===== config.mk =====
export PLATFORM = sky130hd
export DESIGN_NAME = rsr_deserializer_flat
export DESIGN_NICKNAME = d
export VERILOG_FILES = /design/src/rtl/rsr_deserializer_if.sv /design/src/rtl/rsr_deserializer.sv /design/src/flat_wrapper.sv
export SDC_FILE = /design/constraint.sdc
export NUM_CORES = 1
export LEC_CHECK = 0
export BUFFER_PORTS_ARGS = -buffer_cell sky130_fd_sc_hd__buf_4
export CAP_MARGIN = 40
export CORE_ASPECT_RATIO = 1.25
export CORE_MARGIN = 2
export CORE_UTILIZATION = 45
export DETAILED_ROUTE_END_ITERATION = 8
export GPL_ROUTABILITY_DRIVEN = 0
export GPL_TIMING_DRIVEN = 0
export MAX_ROUTING_LAYER = met4
export PLACE_DENSITY_LB_ADDON = 0.15
export SETUP_SLACK_MARGIN = 0.02
export SYNTH_ARGS = -nofsm -noshare
export SYNTH_HDL_FRONTEND = slang
export SYNTH_SLANG_ARGS = --single-unit

===== constraint.sdc =====
create_clock -name clk -period 1.6 [get_ports clk]
set_input_delay 0.32 -clock clk [delete_from_list [all_inputs] [get_ports clk]]
set_output_delay 0.32 -clock clk [all_outputs]
set_load 0.005 [all_outputs]

===== src/rtl/rsr_deserializer_if.sv =====
// Serial capture / word handshake bundle for rsr_deserializer.
// master: deserializer side, slave: upstream source plus word consumer.
interface rsr_deserializer_if #(
  parameter int WIDTH = 4
);
  logic             sin;
  logic             sin_en;
  logic             frame;
  logic [WIDTH-1:0] dout;
  logic             dout_valid;
  logic             dout_ready;
  logic             busy;
  logic             overrun;
  logic             frame_err;
  logic             parity_err;
  logic             err_clr;

  modport master (
    input  sin,
    input  sin_en,
    input  frame,
    input  dout_ready,
    input  err_clr,
    output dout,
    output dout_valid,
    output busy,
    output overrun,
    output frame_err,
    output parity_err
  );

  modport slave (
    output sin,
    output sin_en,
    output frame,
    output dout_ready,
    output err_clr,
    input  dout,
    input  dout_valid,
    input  busy,
    input  overrun,
    input  frame_err,
    input  parity_err
  );
endinterface


===== src/rtl/rsr_deserializer.sv =====
// LSB-first serial-to-parallel capture with a 2-entry word queue.
// Optional trailing even-parity bit: define RSR_DES_PARITY_EN.
module rsr_deserializer #(
  parameter int WIDTH = 4
) (
  input logic              clk,
  input logic              rst,
  rsr_deserializer_if.master io
);

  localparam int CW = $clog2(WIDTH + 1);

  typedef enum logic [1:0] {
    S_IDLE,
`ifdef RSR_DES_PARITY_EN
    S_PAR,
`endif
    S_SHIFT
  } state_t;

  state_t           r_state;
  state_t           w_state_n;
  logic [WIDTH-1:0] r_sreg;
  logic [WIDTH-1:0] w_sreg_n;
  logic [CW-1:0]    r_bitcnt;
  logic [CW-1:0]    w_bitcnt_n;
  logic [WIDTH-1:0] w_shift;
  logic [WIDTH-1:0] w_word;
  logic             w_push;
  logic             w_ferr_set;

  logic [WIDTH-1:0] r_q0;
  logic [WIDTH-1:0] r_q1;
  logic [WIDTH-1:0] w_q0_n;
  logic [WIDTH-1:0] w_q1_n;
  logic [1:0]       r_qcnt;
  logic [1:0]       w_qcnt_n;
  logic             w_pop;
  logic             w_ovr_set;

  logic             r_valid;
  logic             r_busy;
  logic             r_ovr;
  logic             r_ferr;

`ifdef RSR_DES_PARITY_EN
  logic             w_perr_set;
  logic             r_perr;
`else
  logic             w_unused;
`endif

  assign w_shift = {io.sin, r_sreg[WIDTH-1:1]};
  assign w_pop   = r_valid & io.dout_ready;

  // Bit collection: next state, shift register, bit counter, word push.
  always_comb begin
    w_state_n  = r_state;
    w_sreg_n   = r_sreg;
    w_bitcnt_n = r_bitcnt;
    w_push     = 1'b0;
    w_word     = w_shift;
    w_ferr_set = 1'b0;
`ifdef RSR_DES_PARITY_EN
    w_perr_set = 1'b0;
`endif
    unique case (r_state)
      S_IDLE: begin
        if (io.sin_en && io.frame) begin
          w_state_n  = S_SHIFT;
          w_sreg_n   = w_shift;
          w_bitcnt_n = CW'(1);
        end
      end
      S_SHIFT: begin
        if (io.sin_en && io.frame) begin
          w_ferr_set = 1'b1;
          w_sreg_n   = w_shift;
          w_bitcnt_n = CW'(1);
        end else if (io.sin_en) begin
          w_sreg_n   = w_shift;
          w_bitcnt_n = r_bitcnt + CW'(1);
          if (r_bitcnt == CW'(WIDTH - 1)) begin
`ifdef RSR_DES_PARITY_EN
            w_state_n  = S_PAR;
`else
            w_push     = 1'b1;
            w_state_n  = S_IDLE;
            w_bitcnt_n = '0;
`endif
          end
        end
      end
`ifdef RSR_DES_PARITY_EN
      S_PAR: begin
        w_word = r_sreg;
        if (io.sin_en && io.frame) begin
          w_ferr_set = 1'b1;
          w_state_n  = S_SHIFT;
          w_sreg_n   = w_shift;
          w_bitcnt_n = CW'(1);
        end else if (io.sin_en) begin
          // Even parity: data ones plus parity bit is even.
          if (io.sin == ^r_sreg) begin
            w_push = 1'b1;
          end else begin
            w_perr_set = 1'b1;
          end
          w_state_n  = S_IDLE;
          w_bitcnt_n = '0;
        end
      end
`endif
      default: begin
        w_state_n  = S_IDLE;
        w_bitcnt_n = '0;
      end
    endcase
  end

  // Two-entry FIFO: q0 is the head, pop and push may share a cycle.
  always_comb begin
    w_q0_n    = r_q0;
    w_q1_n    = r_q1;
    w_qcnt_n  = r_qcnt;
    w_ovr_set = 1'b0;
    unique case (r_qcnt)
      2'd0: begin
        if (w_push) begin
          w_q0_n   = w_word;
          w_qcnt_n = 2'd1;
        end
      end
      2'd1: begin
        if (w_push && w_pop) begin
          w_q0_n   = w_word;
        end else if (w_push) begin
          w_q1_n   = w_word;
          w_qcnt_n = 2'd2;
        end else if (w_pop) begin
          w_qcnt_n = 2'd0;
        end
      end
      2'd2: begin
        if (w_push && w_pop) begin
          w_q0_n   = r_q1;
          w_q1_n   = w_word;
        end else if (w_pop) begin
          w_q0_n   = r_q1;
          w_qcnt_n = 2'd1;
        end else if (w_push) begin
          w_ovr_set = 1'b1;
        end
      end
      default: begin
        w_qcnt_n = 2'd0;
      end
    endcase
  end

  // Collector state register.
  always_ff @(posedge clk or negedge rst) begin
    if (!rst) begin
      r_state  <= S_IDLE;
      r_sreg   <= '0;
      r_bitcnt <= '0;
      r_busy   <= 1'b0;
    end else begin
      r_state  <= w_state_n;
      r_sreg   <= w_sreg_n;
      r_bitcnt <= w_bitcnt_n;
      r_busy   <= (w_state_n != S_IDLE);
    end
  end

  // Queue storage and registered valid.
  always_ff @(posedge clk or negedge rst) begin
    if (!rst) begin
      r_q0    <= '0;
      r_q1    <= '0;
      r_qcnt  <= 2'd0;
      r_valid <= 1'b0;
    end else begin
      r_q0    <= w_q0_n;
      r_q1    <= w_q1_n;
      r_qcnt  <= w_qcnt_n;
      r_valid <= (w_qcnt_n != 2'd0);
    end
  end

  // Sticky flags: a set in the clearing cycle wins over err_clr.
  always_ff @(posedge clk or negedge rst) begin
    if (!rst) begin
      r_ovr  <= 1'b0;
      r_ferr <= 1'b0;
    end else begin
      r_ovr  <= w_ovr_set | (r_ovr & ~io.err_clr);
      r_ferr <= w_ferr_set | (r_ferr & ~io.err_clr);
    end
  end

`ifdef RSR_DES_PARITY_EN
  // Sticky parity flag.
  always_ff @(posedge clk or negedge rst) begin
    if (!rst) begin
      r_perr <= 1'b0;
    end else begin
      r_perr <= w_perr_set | (r_perr & ~io.err_clr);
    end
  end

  assign io.parity_err = r_perr;
`else
  assign w_unused      = r_sreg[0];
  assign io.parity_err = 1'b0;
`endif

  assign io.dout       = r_q0;
  assign io.dout_valid = r_valid;
  assign io.busy       = r_busy;
  assign io.overrun    = r_ovr;
  assign io.frame_err  = r_ferr;

endmodule


===== src/flat_wrapper.sv =====
// flat-port wrapper written by rule: the top's interface ports become plain ports
module rsr_deserializer_flat 
#(
  parameter int WIDTH = 4
)
  (clk, rst, io_sin, io_sin_en, io_frame, io_dout_ready, io_err_clr, io_dout, io_dout_valid, io_busy, io_overrun, io_frame_err, io_parity_err);
  rsr_deserializer_if #(.WIDTH(WIDTH)) io_i ();
  input logic clk;
  input logic rst;
  input wire logic [$bits(io_i.sin)-1:0] io_sin;
  input wire logic [$bits(io_i.sin_en)-1:0] io_sin_en;
  input wire logic [$bits(io_i.frame)-1:0] io_frame;
  input wire logic [$bits(io_i.dout_ready)-1:0] io_dout_ready;
  input wire logic [$bits(io_i.err_clr)-1:0] io_err_clr;
  output wire logic [$bits(io_i.dout)-1:0] io_dout;
  output wire logic [$bits(io_i.dout_valid)-1:0] io_dout_valid;
  output wire logic [$bits(io_i.busy)-1:0] io_busy;
  output wire logic [$bits(io_i.overrun)-1:0] io_overrun;
  output wire logic [$bits(io_i.frame_err)-1:0] io_frame_err;
  output wire logic [$bits(io_i.parity_err)-1:0] io_parity_err;
  assign io_i.sin = io_sin;
  assign io_i.sin_en = io_sin_en;
  assign io_i.frame = io_frame;
  assign io_i.dout_ready = io_dout_ready;
  assign io_i.err_clr = io_err_clr;
  assign io_dout = io_i.dout;
  assign io_dout_valid = io_i.dout_valid;
  assign io_busy = io_i.busy;
  assign io_overrun = io_i.overrun;
  assign io_frame_err = io_i.frame_err;
  assign io_parity_err = io_i.parity_err;
  rsr_deserializer #(.WIDTH(WIDTH)) u_core (.clk(clk), .rst(rst), .io(io_i));
endmodule

Word-level counts from Yosys, hierarchy flattened --
Index checks and enable logic that the tools add are counted.
Word-level totals: logic and storage cells 80, output and inout bits 9, input bits 7, bits in registers 23
Cells by class: add/sub/neg operators 1, reduce and logical (&&, ||, !) cells 13, bitwise operators 6, muxes and demuxes 38, eq/ne operators 12
Operator list (number):
- 4-bit 2-to-1 mux | 8
- 2-bit 2-to-1 mux | 10
- 4-bit case mux with 2 select lines | 2
- 3-bit 2-to-1 mux | 4
- 4-bit case mux with 3 select lines | 1
- 1-bit 2-to-1 mux | 10
- 2-bit by 1-bit != test with 1-bit output, second input constant | 5
- 4-bit AND reduction | 2
- 2-bit nonzero test | 4
- 2-bit case mux with 3 select lines | 1
- 3-bit case mux with 2 select lines | 1
- 2-bit by 1-bit equality test with 1-bit output, second input constant | 2
- 2-bit logical NOT | 2
- 2-bit case mux with 2 select lines | 1
- 3-bit by 1-bit adder with 3-bit output, second input constant | 1
- 1-bit bitwise AND | 3
- 3-bit by 2-bit equality test with 1-bit output, second input constant | 1
- 3-bit by 1-bit != test with 1-bit output, second input constant | 1
- 3-bit by 2-bit != test with 1-bit output, second input constant | 1
- 3-bit AND reduction | 1
- 3-bit nonzero test | 1
- 2-bit equality test, second input constant | 1
- 1-bit logical AND | 2
- 2-bit != test, second input constant | 1
- 3 further kinds | 4

Logic depth before layout (Yosys ltp) --
Gate-level depths: netlist of the first run.
depth after elaboration 10, depth in mapped cells 6, mapped depth without buffers 5

Least setup slack after synthesis of the first run --
No wires, ideal clock.
path kind flip-flop to flip-flop, from register u_core.r_bitcnt[0], to register u_core.r_q0[0] (netlist: u_core.io.dout[0]), path slack 39 ps, stages on the path, launching flop included 6, required time 1475 ps, clock period less this slack 1561 ps, setup time 125 ps, buffers on the path 0, data arrival time 1436 ps, cell sequence dfrtp_1 -> ha_1 -> nor3b_2 -> nand2_2 -> o31a_4 -> mux2_4
Between the ends: word-level cells in the longest chain between the ends 8, elaborated cells between the ends (all ways) 12, those cells by class eq/ne: 4; mux: 6; reduce/logical: 2
RTL lines:
- from (decl) | RTL line rsr_deserializer.sv:25 | logic [CW-1:0] r_bitcnt;
- from (signal assigned) | RTL line rsr_deserializer.sv:171 | r_bitcnt <= w_bitcnt_n;
- 3-bit by 2-bit equality test with 1-bit output * | RTL line rsr_deserializer.sv:83 | if (r_bitcnt == CW'(WIDTH - 1)) begin
- 1-bit 2-to-1 mux * | RTL line rsr_deserializer.sv:83
- 1-bit 2-to-1 mux * | RTL line rsr_deserializer.sv:80 | end else if (io.sin_en) begin
- 1-bit 2-to-1 mux * | RTL line rsr_deserializer.sv:76 | if (io.sin_en && io.frame) begin
- 1-bit 2-to-1 mux * | RTL line rsr_deserializer.sv:67 | unique case (r_state)
- 1-bit logical AND | RTL line rsr_deserializer.sv:135, rsr_deserializer.sv:145
- 3-bit by 1-bit != test with 1-bit output (no source line), or another cell as far along
- 4-bit AND reduction (no source line) or 4-bit case mux with 3 select lines (tied branches)
- to (signal assigned) | RTL line rsr_deserializer.sv:184 | r_q0 <= w_q0_n;
- to (decl) | RTL line rsr_deserializer.sv:32 | logic [WIDTH-1:0] r_q0;
Every way passes the cells marked *; elsewhere a longest branch is shown, timed or not. A chain may end at the register's enable or synchronous reset.

Worst setup path in the final report of the first run --
from register u_core.r_bitcnt[1], to register u_core.r_q0[2] (netlist: u_core.io.dout[2])
The elaborated chain is that of the path after synthesis.

==> flow_metrics.py, run 1 <==
metrics = {
    "finish": {
        "area_growth_pct": 23.0,
        "multi_input_area_um2": 583,
        "nFillCells": 233,
        "nets": 149,
        "drive_gt1_frac": 0.300,
        "regArea_um2": 552,
        "final_area_um2": 1420,
        "antenna_cells": 0,
        "utilization": 0.584,
    },
    "grt": {
        "grt_usage": 0.194,
        "grt_pass1_wl_mm": 4.22,
        "antenna_found_initial": 0,
        "grt_max_degree": 23,
        "grt_pass1_vias": 957,
        "overflow": 0,
    },
    "detailed_routing": {
        "vias_per_cell": 5.38,
        "drt-initial-drc-count": 30,
        "vias": 931,
        "drt-total-wl_mm": 2.36,
        "drt_pass1_iterations": 4,
        "drc": 0,
        "post_drt_wl_per_cell_um": 13.6,
        "final_antenna_net_count": 0,
    },
    "synthesis": {
        "synth_ff_type": "dfrtp_1",
        "yosysTopAreaCell": "dfrtp_1",
        "synth_commonest_cells": "dfrtp_1, nor2_1, nand2_1",
        "syn_area_per_cell_um2": 9.93,
        "synth_area_leaders": "dfrtp_1, mux2_4, nor2_1, a221o_1, nand2_1",
        "yosysUniqueCellTypes": 35,
        "yosysMostFrequentCell": "dfrtp_1",
        "ys.warnings.count": 0,
        "syn_area_um2": 1150,
        "netlist.area_leader.share": 0.478,
        "synth_edf_count": 0,
        "seq_area_frac_synth": 0.478,
        "netlist_instances": 116,
        "async_reset_ff_frac": 1.00,
        "ys_ff_latch": 22,
    },
    "power": {
        "p_int_uw": 915,
        "p_sw_frac": 0.233,
        "power_frac_comb": 0.112,
        "leakage_nw": 0.655,
        "p_seq_frac": 0.527,
        "powerDensity_nw_per_um2": 841,
        "pwr-share-clk": 0.361,
        "p_switching_uw": 278,
        "ir_worst_vdd_mv": 0.545,
    },
    "critical_path": {
        "timing.rr.end": "u_core.io.dout[2]",
        "startpoint": "u_core.r_bitcnt[1]",
        "worstPathMaxFanout": 4,
        "endpoint_kind": "register",
        "endpoint": "u_core.io.dout[2]",
        "r2r_slack_ns": 0.003,
        "crit_arrival_ns": 1.81,
        "start_kind": "register",
        "criticalPathCategory": "register to register",
        "r2r_start": "u_core.r_bitcnt[1]",
        "cp.required_ns": 1.81,
        "r2r_cells": 5,
    },
    "cts": {
        "cts_tree": "done",
        "cts.sinks": 22,
        "cts-buffers-inserted": 3,
        "clk_pin_slew_ns": 0.13,
        "clockBufferDepth": 2,
        "root_buffer": "clkbuf_4",
        "h-tree-depth": 1,
        "clk_latency_ns": 0.31,
    },
    "floorplanning": {
        "start_util": 0.475,
        "num_rows": 20,
        "fp.dieH_um": 60.6,
        "die_area_um2": 2980,
        "io_pins": 16,
        "fp.coreArea_um2": 2430,
        "die_w_um": 49.3,
    },
    "timing": {
        "fin_skew_ns": 0.00194,
        "fin_tns_setup_ns": 0,
        "rsz0062_at_grt": "true",
        "period_minus_slack_ns": 1.60,
        "finalSetupViolations": 0,
        "final.period_utilization": 0.998,
        "maxSlewViolCount": 0,
        "fmax_mhz": 626,
        "hold_violations": 0,
    },
    "placement": {
        "io_buffers": 14,
        "placedInstanceArea_um2": 1300,
        "hpwl_mm": 1.68,
    },
    "min_path": {
        "hold_path.class": "input pin to register",
    },
    "status": {
        "run_status": "completed",
    },
    "run": {
        "maxCapViolCount": 0,
    },
}
-- stage by stage --
stage | setup slack (ns) | power (mW) | hold WS [ns] | instances
finish | 0.00324 | 1.19 | 0.264 | 173
global route | -0.0473 | 1.25 | 0.243 | 173
CTS | 0.0250 | 1.20 | 0.256 | 171
detailed placement | -0.0610 | 0.764 | 0.231 | 164
global placement | -0.0523 | 0.760 | 0.225 | 164
floorplan | 0.0390 | 0.707 | 0.0244 | 117
-- final cells by class --
| class | count | area share |
|---|---|---|
| multi-input combinational | 86 | 0.411 |
| tap | 33 | 0.0291 |
| sequential | 22 | 0.389 |
| buffer | 5 | 0.0177 |
| timing repair buffer | 20 | 0.108 |
| clock inverter | 1 | 0.0212 |
| clock buffer | 3 | 0.0159 |
| inverter | 3 | 0.00794 |
-- worst max-delay path: stages (launching register included) --
cell and delay (ns):
dfrtp_1 0.38, ha_2 0.19, nor3b_4 0.20, nand2_2 0.10
o31a_4 0.32, mux2_4 0.31
-- power groups by stage --
stage / Clock [mW] / Combinational, mW / Sequential, mW
4_1_cts: 0.441 / 0.133 / 0.627
6_report: 0.431 / 0.133 / 0.628
3_5_place_dp: 0 / 0.127 / 0.637
5_1_grt: 0.465 / 0.156 / 0.633
2_1_floorplan: 0 / 0.0793 / 0.628
3_3_place_gp: 0 / 0.122 / 0.638
-- registers in the layout, summed over array words and instances, names as in the netlist --
register	cells
u_core.io.dout	4
u_core.r_q1	4
u_core.r_bitcnt	3
u_core.r_sreg	3
u_core.r_qcnt	2
u_core.r_state	2
u_core.io.busy	1
u_core.io.dout_valid	1
u_core.io.frame_err	1
u_core.io.overrun	1
-- cell usage in the layout (no fill, tap or decap), types with 2 or more instances in the layout --
| master | count |
|---|---|
| mux2_2 | 3 |
| inv_1 | 3 |
| a21oi_1 | 4 |
| clkbuf_4 | 3 |
| nand2_2 | 2 |
| conb_1 | 2 |
| a22o_1 | 2 |
| nor2b_1 | 2 |
| o21ai_0 | 6 |
| dfrtp_1 | 21 |
| nor2_1 | 16 |
| buf_4 | 20 |
| nand2_1 | 9 |
| mux2_4 | 4 |
| and2_1 | 2 |
| nand3b_1 | 4 |
| clkbuf_1 | 2 |
| nand3_1 | 5 |
| a221o_1 | 4 |
| o22ai_1 | 4 |
| nand2b_1 | 2 |
-- repair_timing --
item	CTS	global route
resized for setup	3	5
buffers inserted	3	2
hold buffers	1	0
hold endpoints to repair	22	0
endpoints found under the setup margin	9	9
pin swaps	2	1
gates cloned	0	0
-- cells by family after synthesis --
group / count (synthesis) / share of synthesized area
other: 1 / 0.00325
muxes: 8 / 0.0901
adders and majority gates: 1 / 0.0109
and+or+nand+nor: 48 / 0.212
buffers and inverters: 9 / 0.0337
DFF: 22 / 0.478
AOI/OAI and AO/OA: 27 / 0.173
-- layer usage --
metal,wire length [µm],GRT usage,share of wire,vias up
met5,0,-,0,-
met3,62,0.0369,0.026,4
li1,-,-,-,456
met2,1250,0.330,0.53,12
met1,1000,0.219,0.43,459
met4,38,0.106,0.016,0
-- worst min path at each step --
stage           start               end  slack (ns)  cells past startpoint
2_1_floorplan     rst    u_core.io.busy        0.02                      0
3_3_place_gp      rst  u_core.r_qcnt[0]        0.23                      1
3_5_place_dp      rst  u_core.r_qcnt[0]        0.23                      1
4_1_cts        io_sin  u_core.r_sreg[3]        0.26                      2
5_1_grt        io_sin  u_core.r_sreg[3]        0.24                      2
6_report       io_sin  u_core.r_sreg[3]        0.26                      2
No activity file was read; power rests on OpenSTA's default activity.
==> run 2: changes to the inputs <==
--- a/config.mk
+++ b/config.mk
@@ -9,7 +9,7 @@
 export CAP_MARGIN = 40
 export CORE_ASPECT_RATIO = 1.25
 export CORE_MARGIN = 2
-export CORE_UTILIZATION = 45
+export CORE_UTILIZATION = 50
 export DETAILED_ROUTE_END_ITERATION = 8
 export GPL_ROUTABILITY_DRIVEN = 0
 export GPL_TIMING_DRIVEN = 0
==> flow_metrics.py, run 2 (synthesis results as in run 1) <==
metrics = {
    "detailed_routing": {
        "drt-initial-drc-count": 24,
        "dr_wl_met2_mm": 1.35,
        "drt-total-wl_mm": 2.42,
        "top_layer": "met4",
        "drt_pass1_iterations": 4,
        "vias": 951,
        "final_antenna_net_count": 0,
        "vias_per_cell": 5.59,
        "wl_met3_um": 51,
        "m1WireLength_um": 969,
        "drc": 0,
        "post_drt_wl_per_cell_um": 14.2,
    },
    "floorplanning": {
        "fp.coreArea_um2": 2190,
        "start_util": 0.527,
        "num_rows": 19,
        "die_w_um": 46.9,
        "fp.dieH_um": 57.7,
        "io_pins": 16,
        "die_area_um2": 2710,
    },
    "finish": {
        "final_cell_mix": "dfrtp_1, buf_4, nor2_1",
        "area_growth_pct": 22.1,
        "nets": 148,
        "antenna_cells": 0,
        "mostFrequentLayoutCell": "dfrtp_1",
        "drive_gt1_frac": 0.281,
    },
    "timing": {
        "maxSlewViolCount": 0,
        "fmax_mhz": 612,
        "fin_skew_ns": 0.00716,
        "period_minus_slack_ns": 1.63,
        "fin_tns_setup_ns": -0.132,
        "rsz0062_at_grt": "true",
        "finalSetupViolations": 4,
        "finalWorstSetupSlack_ns": -0.0332,
        "hold_violations": 0,
        "final.period_utilization": 1.02,
    },
    "placement": {
        "io_buffers": 14,
        "pre_cts_ws_ns": -0.0947,
        "hpwl_mm": 1.72,
    },
    "critical_path": {
        "critPathSlowestCell": "dfrtp_1",
        "cp_cell_sequence": "ha_2 -> nor3b_4 -> nand2_2 -> o31a_4 -> mux2_4",
        "endpoint_kind": "register",
        "criticalPathCategory": "register to register",
        "worstPathMaxFanout": 4,
        "cpPeakStageDelay_ns": 0.40,
        "crit_arrival_ns": 1.85,
        "start_kind": "register",
        "cp.required_ns": 1.81,
    },
    "grt": {
        "grt_usage": 0.218,
        "overflow": 0,
        "grt_pass1_vias": 946,
        "antenna_found_initial": 0,
        "grt_max_degree": 23,
        "grt_pass1_wl_mm": 4.11,
    },
    "cts": {
        "h-tree-depth": 1,
        "clockBufferDepth": 2,
        "cts.sinks": 22,
        "cts-buffers-inserted": 3,
        "cts_tree": "done",
        "clk_pin_slew_ns": 0.13,
        "clk_latency_ns": 0.32,
        "root_buffer": "clkbuf_4",
    },
    "power": {
        "ir_worst_vdd_mv": 0.628,
        "leakage_nw": 0.654,
        "power_frac_comb": 0.107,
        "p_switching_uw": 281,
        "finalPower_mw": 1.19,
        "powerDensity_nw_per_um2": 848,
        "p_seq_frac": 0.529,
        "p_sw_frac": 0.236,
        "pwr-share-clk": 0.364,
        "p_int_uw": 912,
    },
    "run": {
        "maxCapViolCount": 0,
    },
    "status": {
        "run_status": "finished with violations",
        "violations": "negative setup slack",
    },
    "min_path": {
        "hold_path.class": "input pin to register",
    },
}
## run 2: worst max-delay path: cells and delay by family (launching register included)
family                     cells  cell delay [ns]
and+or+nand+nor                2             0.30
AOI/OAI and AO/OA              1             0.33
adders and majority gates      1             0.20
muxes                          1             0.30
DFF                            1             0.40
## run 2: power groups by stage
| stage | sequential, mW | combinational [mW] | clock (mW) |
|---|---|---|---|
| 2_1_floorplan | 0.628 | 0.0793 | 0 |
| 3_3_place_gp | 0.638 | 0.120 | 0 |
| 3_5_place_dp | 0.640 | 0.124 | 0 |
| 4_1_cts | 0.629 | 0.130 | 0.435 |
| 5_1_grt | 0.640 | 0.152 | 0.465 |
| 6_report | 0.632 | 0.127 | 0.435 |
## run 2: through the flow
step / hold slack [ns] / utilization / instance area [µm²] / instances
5_1_grt: 0.263 / 0.644 / 1410 / 170
3_5_place_dp: 0.223 / 0.594 / 1300 / 162
4_1_cts: 0.282 / 0.634 / 1390 / 169
2_1_floorplan: 0.0244 / - / 1160 / 117
6_report: 0.279 / 0.644 / 1410 / 170
3_3_place_gp: 0.221 / 0.594 / 1300 / 162
## run 2: layout make-up
type	instances	area (µm²)
plain buffers	5	27.5
clock buffers	3	22.5
clock inverters	1	30.0
repair buffers	19	145
flip-flops and latches	22	551
well taps	31	38.8
inverters	3	11.3
multi-input cells	86	582
fillers	198	779
## run 2: what timing repair did
item                                    4_1_cts  5_1_grt
buffers inserted                              2        2
pin swaps                                     3        4
hold buffers                                  1        0
endpoints found under the setup margin        9        9
endpoints found under the hold margin        22        0
gates resized for setup                       3        5
## run 2: final timing paths
check	startpoint	end	slack, ns	depth (start not counted)
max	u_core.r_bitcnt[1]	u_core.io.dout[0]	-0.03	5
min	io_sin	u_core.r_sreg[3]	0.28	2
max reg2reg	u_core.r_bitcnt[1]	u_core.io.dout[0]	-0.03	5
min reg2reg	u_core.io.overrun	u_core.io.overrun	0.52	1
max in group asynchronous	rst	u_core.io.busy	0.97	2
min in group asynchronous	rst	u_core.r_qcnt[0]	0.40	2
## run 2: metal layers
layer / up-vias / global-route usage
li1: 457 / -
met1: 474 / 0.243
met2: 15 / 0.364
met3: 5 / 0.0374
met4: 0 / 0.103
met5: - / -
==> run 3: changes to the inputs <==
--- a/config.mk
+++ b/config.mk
@@ -8,8 +8,7 @@
 export BUFFER_PORTS_ARGS = -buffer_cell sky130_fd_sc_hd__buf_4
 export CAP_MARGIN = 40
 export CORE_ASPECT_RATIO = 1.25
-export CORE_MARGIN = 2
-export CORE_UTILIZATION = 50
+export CORE_UTILIZATION = 55
 export DETAILED_ROUTE_END_ITERATION = 8
 export GPL_ROUTABILITY_DRIVEN = 0
 export GPL_TIMING_DRIVEN = 0
==> constraint.sdc (replaced) <==
create_clock -name clk -period 2 [get_ports clk]
set_input_delay 0.4 -clock clk [delete_from_list [all_inputs] [get_ports clk]]
set_output_delay 0.4 -clock clk [all_outputs]
set_load 0.005 [all_outputs]
==> flow_metrics.py, run 3 (synthesis results as in run 1) <==
metrics = {
    "detailed_routing": {
        "drc": 0,
        "drt-initial-drc-count": 16,
        "vias": 934,
        "vias_per_cell": 5.99,
        "post_drt_wl_per_cell_um": 15.0,
        "drt-total-wl_mm": 2.34,
        "final_antenna_net_count": 0,
        "drt_pass1_iterations": 4,
    },
    "critical_path": {
        "critPathSlowestCell": "dfrtp_1",
        "start_kind": "register",
        "startpoint": "u_core.r_bitcnt[0]",
        "worstPathMaxFanout": 4,
        "r2r_start": "u_core.r_bitcnt[0]",
        "cp_cell_sequence": "ha_1 -> nor3b_2 -> nand2_2 -> o31a_4 -> mux2_4",
        "endpoint_kind": "register",
        "cpPeakStageDelay_ns": 0.41,
        "cp.required_ns": 2.23,
        "criticalPathCategory": "register to register",
        "crit_arrival_ns": 1.95,
        "r2r_slack_ns": 0.28,
    },
    "power": {
        "ir_worst_vdd_mv": 0.550,
        "p_sw_frac": 0.240,
        "p_seq_frac": 0.526,
        "p_int_uw": 728,
        "power_frac_comb": 0.104,
        "finalPower_uw": 958,
        "powerDensity_nw_per_um2": 710,
        "leakage_nw": 0.631,
        "pwr-share-clk": 0.370,
        "p_switching_uw": 230,
    },
    "cts": {
        "hold_buffers": 1,
        "cts_resized": 0,
        "cts_setup_buffers": 0,
        "h-tree-depth": 1,
        "clockBufferDepth": 2,
        "cts-buffers-inserted": 3,
        "root_buffer": "clkbuf_4",
        "clk_latency_ns": 0.33,
        "clk_pin_slew_ns": 0.13,
        "cts_tree": "done",
        "cts.sinks": 22,
    },
    "grt": {
        "antenna_found_initial": 0,
        "grt_max_degree": 23,
        "grt_usage": 0.238,
        "grt_pass1_wl_mm": 3.92,
        "overflow": 0,
        "grt_pass1_vias": 907,
    },
    "floorplanning": {
        "fp.dieH_um": 53.2,
        "die_area_um2": 2280,
        "num_rows": 18,
        "start_util": 0.581,
        "fp.coreArea_um2": 1980,
        "io_pins": 16,
        "die_w_um": 42.9,
    },
    "min_path": {
        "hold_path.class": "input pin to register",
        "min_from": "io_sin",
    },
    "timing": {
        "period_minus_slack_ns": 1.72,
        "hold_violations": 0,
        "finalSetupViolations": 0,
        "fin_skew_ns": 0.00149,
        "maxSlewViolCount": 0,
        "fmax_mhz": 580,
        "final.period_utilization": 0.862,
        "fin_tns_setup_ns": 0,
        "rsz0062_at_grt": "false",
    },
    "status": {
        "run_status": "completed",
    },
    "finish": {
        "final_area_um2": 1350,
        "layoutNonFillerInstCount": 156,
        "nets": 145,
        "antenna_cells": 0,
        "area_growth_pct": 17.0,
        "drive_gt1_frac": 0.228,
        "nFillCells": 170,
        "final_cell_mix": "dfrtp_1, nor2_1, buf_4",
        "mostFrequentLayoutCell": "dfrtp_1",
    },
    "placement": {
        "placedInstanceArea_um2": 1290,
        "io_buffers": 14,
        "dpl.cell_count": 151,
        "hpwl_mm": 1.70,
    },
    "run": {
        "maxCapViolCount": 0,
    },
}
-- run 3: final cells by class --
type	instances	area, µm²	area share
multi-input cells	86	567	0.420
clock buffers	3	22.5	0.0167
plain buffers	6	27.5	0.0204
well taps	20	25.0	0.0186
clock inverters	1	30.0	0.0223
flip-flops and latches	22	551	0.408
repair buffers	15	115	0.0853
inverters	3	11.3	0.00835
-- run 3: per-stage QoR --
step | setup slack (ns) | utilization | hold slack (ns)
after detailed placement | 0.282 | 0.649 | 0.300
after global routing | 0.177 | 0.681 | 0.354
after floorplan | 0.439 | - | 0.104
final | 0.276 | 0.681 | 0.343
after global placement | 0.324 | 0.649 | 0.302
after CTS | 0.256 | 0.681 | 0.339
-- run 3: power by group through the flow --
| stage | combinational, mW | sequential [mW] | clock, mW |
|---|---|---|---|
| floorplan | 0.0634 | 0.502 | 0 |
| global placement | 0.0967 | 0.509 | 0 |
| detailed placement | 0.101 | 0.512 | 0 |
| CTS | 0.102 | 0.503 | 0.353 |
| global route | 0.113 | 0.510 | 0.358 |
| finish | 0.100 | 0.504 | 0.354 |
-- run 3: final timing paths --
path / to / cells past startpoint
setup / recovery: u_core.io.dout[2] / 5
hold reg to reg: u_core.io.overrun / 1
setup reg to reg: u_core.io.dout[2] / 5
min in group asynchronous: u_core.r_q1[3] / 2
max in group asynchronous: u_core.io.busy / 2
hold / removal: u_core.r_sreg[3] / 2
-- run 3: metal layers --
metal,wire length [µm],share of wire,vias up,track usage
met5,0,0,-,-
met4,65,0.028,0,0.121
met1,939,0.40,448,0.285
met2,1250,0.53,26,0.399
met3,93,0.040,7,0.0239
li1,-,-,453,-
-- run 3: critical path: cells and delay by family (launching register included) --
family,cells,cell delay (ns)
fa+ha+maj,1,0.21
simple gates,2,0.32
flops,1,0.41
compound gates,1,0.37
mux,1,0.31
